<file path="src/rtl/ppm_frame_ctrl.sv">
// Frame sequencer for the 2-bit PPM shifter: reads frame bytes from a sync-read buffer
// and strobes them into the shifter back-to-back, keyed off the shifter's early done.
module ppm_frame_ctrl #(
    parameter int unsigned ADDR_W  = 8,
    parameter int unsigned MEM_LAT = 2
) (
    input  logic              clk,
    input  logic              rst_n,
    input  logic              start,
    input  logic [ADDR_W-1:0] frame_len,
    input  logic              abort,
    output logic              mem_rd_en,
    output logic [ADDR_W-1:0] mem_addr,
    input  logic [7:0]        mem_rdata,
    output logic [7:0]        byte_out,
    output logic              byte_strobe,
    input  logic              send_done_in,
    input  logic              sym_active,
    output logic              busy,
    output logic              frame_done
);

    localparam int unsigned PIPE_W  = MEM_LAT;
    localparam int unsigned DRAIN_W = (MEM_LAT > 1) ? $clog2(MEM_LAT) : 1;
    localparam logic [DRAIN_W-1:0] DRAIN_LAST = DRAIN_W'(MEM_LAT - 1);

    typedef enum logic [1:0] {
        IDLE     = 2'd0,
        FIRST_RD = 2'd1,
        STREAM   = 2'd2,
        DRAIN    = 2'd3
    } state_t;

    state_t              state_q, state_d;
    logic [ADDR_W-1:0]   addr_q, addr_d;
    logic [ADDR_W-1:0]   rem_q, rem_d;
    logic [PIPE_W-1:0]   pipe_q, pipe_d;
    logic [DRAIN_W-1:0]  drain_q, drain_d;
    logic                done_q, done_d;
    logic                rd_en_c;
    logic                flush_c;

    // Next-state, read issue and pipe update
    always_comb begin
        state_d = state_q;
        addr_d  = addr_q;
        rem_d   = rem_q;
        drain_d = drain_q;
        done_d  = 1'b0;
        rd_en_c = 1'b0;
        flush_c = 1'b0;

        case (state_q)
            IDLE: begin
                if (start && !sym_active) begin
                    if (frame_len == '0) begin
                        done_d = 1'b1;
                    end else begin
                        rem_d   = frame_len - ADDR_W'(1);
                        addr_d  = '0;
                        state_d = FIRST_RD;
                    end
                end
            end
            FIRST_RD: begin
                rd_en_c = 1'b1;
                addr_d  = addr_q + ADDR_W'(1);
                state_d = STREAM;
            end
            STREAM: begin
                // Early done gives exactly the read latency, so the strobe meets count 127
                if (send_done_in) begin
                    if (rem_q != '0) begin
                        rd_en_c = 1'b1;
                        addr_d  = addr_q + ADDR_W'(1);
                        rem_d   = rem_q - ADDR_W'(1);
                    end else begin
                        drain_d = '0;
                        state_d = DRAIN;
                    end
                end
            end
            DRAIN: begin
                if (drain_q == DRAIN_LAST) begin
                    done_d  = 1'b1;
                    state_d = IDLE;
                end else begin
                    drain_d = drain_q + DRAIN_W'(1);
                end
            end
            default: state_d = IDLE;
        endcase

        // Abort wins over everything and kills reads still in flight
        if (abort && (state_q != IDLE)) begin
            state_d = IDLE;
            addr_d  = addr_q;
            rem_d   = rem_q;
            done_d  = 1'b0;
            rd_en_c = 1'b0;
            flush_c = 1'b1;
        end

        pipe_d = flush_c ? '0 : PIPE_W'({pipe_q, rd_en_c});
    end

    always_ff @(posedge clk or negedge rst_n) begin
        if (!rst_n) begin
            state_q <= IDLE;
            addr_q  <= '0;
            rem_q   <= '0;
            pipe_q  <= '0;
            drain_q <= '0;
            done_q  <= 1'b0;
        end else begin
            state_q <= state_d;
            addr_q  <= addr_d;
            rem_q   <= rem_d;
            pipe_q  <= pipe_d;
            drain_q <= drain_d;
            done_q  <= done_d;
        end
    end

    assign mem_rd_en   = rd_en_c;
    assign mem_addr    = addr_q;
    assign byte_out    = mem_rdata;
    assign byte_strobe = pipe_q[PIPE_W-1];
    assign busy        = (state_q != IDLE);
    assign frame_done  = done_q;

endmodule

</file>
<file path="config.mk">
export PLATFORM = sky130hd
export DESIGN_NAME = ppm_frame_ctrl
export DESIGN_NICKNAME = d
export VERILOG_FILES = /design/src/rtl/ppm_frame_ctrl.sv
export SDC_FILE = /design/constraint.sdc
export NUM_CORES = 1
export LEC_CHECK = 0
export ABC_CLOCK_PERIOD_IN_PS = 3100
export BUFFER_PORTS_ARGS = -buffer_cell sky130_fd_sc_hd__buf_2
export CORE_ASPECT_RATIO = 1.25
export CORE_MARGIN = 2
export CORE_UTILIZATION = 40
export DETAILED_ROUTE_END_ITERATION = 10
export PLACE_DENSITY = 0.74
export SLEW_MARGIN = 20
export SYNTH_ARGS = -nofsm -noshare
export SYNTH_HDL_FRONTEND = slang
export SYNTH_SLANG_ARGS = --single-unit
</file>
<file path="constraint.sdc">
create_clock -name clk -period 3.1 [get_ports clk]
set_input_delay 0.465 -clock clk [delete_from_list [all_inputs] [get_ports clk]]
set_output_delay 0.465 -clock clk [all_outputs]
set_load 0.005 [all_outputs]
</file>
==> flow_metrics.py <==
metrics = {
    "run_status": {
        "status": "finished, violations left",
        "failed_checks": "DRC",
    },
    "cells_and_area": {
        "drive_gt1_share_pct": 20.2,
        "instances_no_fill": 217,
        "nNetsFinal": 208,
        "final_cell_mix": "buf_2 (25), dfrtp_1 (22), o21ai_0 (12)",
        "multi_input_area_um2": 833,
        "fillerInstances": 345,
        "syn_to_final_growth_pct": 10.1,
        "antennaDiodeCount": 0,
        "final_core_util_pct": 46.5,
        "final_common_cell": "buf_2",
        "seq_area_um2": 551,
    },
    "worst_setup_path": {
        "cp_top_family": "adder cells",
        "crit_path_top_delay_cell": "ha_1",
        "worst_path_most_repeated_cell": "ha_1",
        "critPathCaptureType": "register",
        "path_buf_inv": 1,
        "crit_required_ps": 3250,
        "worstSetupStartpointType": "register",
        "path_cells": "inv_1, ha_1, mux2i_1, ha_1, o21ai_0, xor2_1, o2bb2ai_1, a311o_1",
        "crit_fanout": 13,
        "crit_type": "reg2reg",
        "cpPeakStageDelay_ps": 440,
        "arrival_ps": 2700,
    },
    "global_routing": {
        "gr-total-overflow": 0,
        "grt_max_degree": 23,
        "grt_first_pass_wirelength_um": 5390,
        "antenna_found_initial": 0,
        "grt_pass1_vias": 1202,
        "grt_usage_pct": 15.9,
    },
    "floorplan": {
        "die_area_um2": 4250,
        "rows": 24,
        "pin_count": 42,
        "die_w_um": 58.7,
        "fp.coreArea_um2": 3540,
        "start_util_pct": 42.2,
        "die_h_um": 72.4,
    },
    "logic_synthesis": {
        "syn_nets": 189,
        "yosys-top-cells-area": "dfrtp_1 (37%), ha_1 (5.9%), buf_4 (4.5%), o21ai_0 (4.0%), mux2i_1 (3.3%)",
        "synthesis.area_um2": 1500,
        "synth-seq-cells": 22,
        "syn_inst": 160,
        "synth_top_area_share_pct": 36.8,
        "yosysWarnings": 0,
        "synth-edff-count": 0,
        "synth_area_per_cell_um2": 9.34,
        "synth_flop_cell": "dfrtp_1",
        "synth_seq_area_share_pct": 36.8,
        "synthArstFlopShare_pct": 100,
        "synth_top_area_cell": "dfrtp_1",
        "synth_cell_types": 45,
    },
    "detailed_routing": {
        "postRouteAntennaNets": 0,
        "drt-initial-drc-count": 73,
        "dr_total_vias": 1287,
        "drt-pass1-iter-count": 7,
        "drcViolationCount": 3,
        "via_per_inst": 5.93,
        "wl_um": 3140,
        "wl_per_cell_um": 14.5,
    },
    "timing": {
        "rsz0062_at_grt": "false",
        "clock_skew_ps": 3.96,
        "post-route-period-util_pct": 82.2,
        "slew_headroom_pct": 60.5,
        "worst_pin_slew_ps": 586,
        "tns_ps": 0,
        "setup_slack_ps": 551,
        "finalHoldViolations": 0,
        "slew_viol_final": 0,
        "max_freq_mhz": 392,
        "setup_viol": 0,
        "period_minus_slack_ps": 2550,
    },
    "power": {
        "ir_worst_vdd_v": 0.000475,
        "powerDensity_nw_per_um2": 900,
        "p_total_w": 0.00148,
        "p_leak_nw": 0.748,
    },
    "placed_design": {
        "hpwlAfterDp_um": 2400,
        "globalplace.congestion": 0.848,
        "dpl_worst_slack_ps": 587,
        "port_buffers": 25,
        "placedCellCount": 213,
    },
    "cts": {
        "clk_pin_slew_ps": 80,
        "htreeDepth": 1,
        "numCtsBuffers": 3,
        "worstSkewPairLatency_ps": 260,
        "clock_sinks": 22,
        "cts_setup_buffers": 0,
        "ctsHoldBuffers": 0,
        "cts_resized": 0,
        "cts_tree": "done",
        "cts.path.max_buffers": 2,
        "cts-root-buf": "clkbuf_8",
    },
    "worst_hold_path": {
        "holdCritPathClass": "in2async",
    },
    "job": {
        "maxCapViolCount": 0,
    },
}
[final timing paths]
| kind | start | endpoint | slack [ps] | depth (start not counted) |
|---|---|---|---|---|
| max in group asynchronous | rst_n | rem_q[5]$_DFFE_PN0P_ | 2610 | 1 |
| worst min register to register | pipe_q[0]$_DFF_PN0_ | pipe_q[1]$_DFF_PN0_ | 470 | 1 |
| worst max register to register | state_q[0]$_DFFE_PN0P_ | rem_q[4]$_DFFE_PN0P_ | 550 | 8 |
| min in group clk | pipe_q[0]$_DFF_PN0_ | pipe_q[1]$_DFF_PN0_ | 470 | 1 |
| worst max-delay path | state_q[0]$_DFFE_PN0P_ | rem_q[4]$_DFFE_PN0P_ | 550 | 8 |
| worst min-delay path | rst_n | frame_done$_DFF_PN0_ | 150 | 1 |
[registers in the layout (all words and copies together), names as in the netlist]
signal / cells
state_q: 2
mem_addr: 8
rem_q: 8
pipe_q: 2
frame_done: 1
drain_q: 1
[Yosys cell counts, types with 2 or more instances]
library cell  count
a211o_1           2
a21oi_1           4
a311o_1           2
a31oi_1           2
and3_1            4
buf_2             2
buf_4             9
dfrtp_1          22
ha_1              7
inv_1             5
mux2_1            2
mux2i_1           5
nand2_1          11
nand2b_1          5
nand3_1           8
nand3b_1          2
nand4_1           2
nor2_1            9
nor2b_1           2
nor3_1            4
nor3b_1           3
nor4_1            5
o21ai_0          12
o221ai_1          2
o2bb2ai_1         2
o31ai_1           4
or2_2             2
xor2_1            4
[worst register-to-register path, cell delays in order (launching register included)]
cell and delay (ps):
dfrtp_1 430, inv_1 100, ha_1 440, mux2i_1 400, ha_1 300, o21ai_0 200, xor2_1 180, o2bb2ai_1 80
a311o_1 320
[cell type report]
type                            count  area share, %
Sequential cell                    22           33.4
Inverter                            5           1.14
Clock buffer                        4           3.34
Tap cell                           39           2.96
Timing Repair Buffer               27           8.51
Multi-Input combinational cell    120           50.6
[cell families (layout without fill, tap and decap cells)]
logic type	Yosys count	after routing	synth area share, %
and+or+nand+nor	63	63	24.1
DFF	22	22	36.8
adders and majority gates	7	7	5.86
muxes	7	7	4.85
xor gates and xnor gates	5	5	2.93
buffers and inverters	18	36	7.45
AOI/OAI and AO/OA	38	38	18.0
[metrics by stage]
stage / hold WS [ps] / area [µm²]
floorplan: 169 / 1500
global placement: 453 / 1590
detailed placement: 454 / 1590
CTS: 174 / 1650
global route: 197 / 1650
finish: 153 / 1650
[routing by layer]
layer  track usage (%)  up-vias  share of wire [%]
met1              19.9      620                 45
met4              5.05        0                1.2
li1                  -      619                  -
met2              27.8       39                 49
met5                 0        -                  0
met3              2.32        9                4.9
[power by group]
part	internal, W	leakage [nW]	switching [W]
Combinational	0.000333	0.437	0.000446
Clock	0.000113	0.0288	0.0000910
Sequential	0.000391	0.282	0.000108
Total	0.000837	0.748	0.000645
Note: power is estimated with default switching activity, not from simulation.
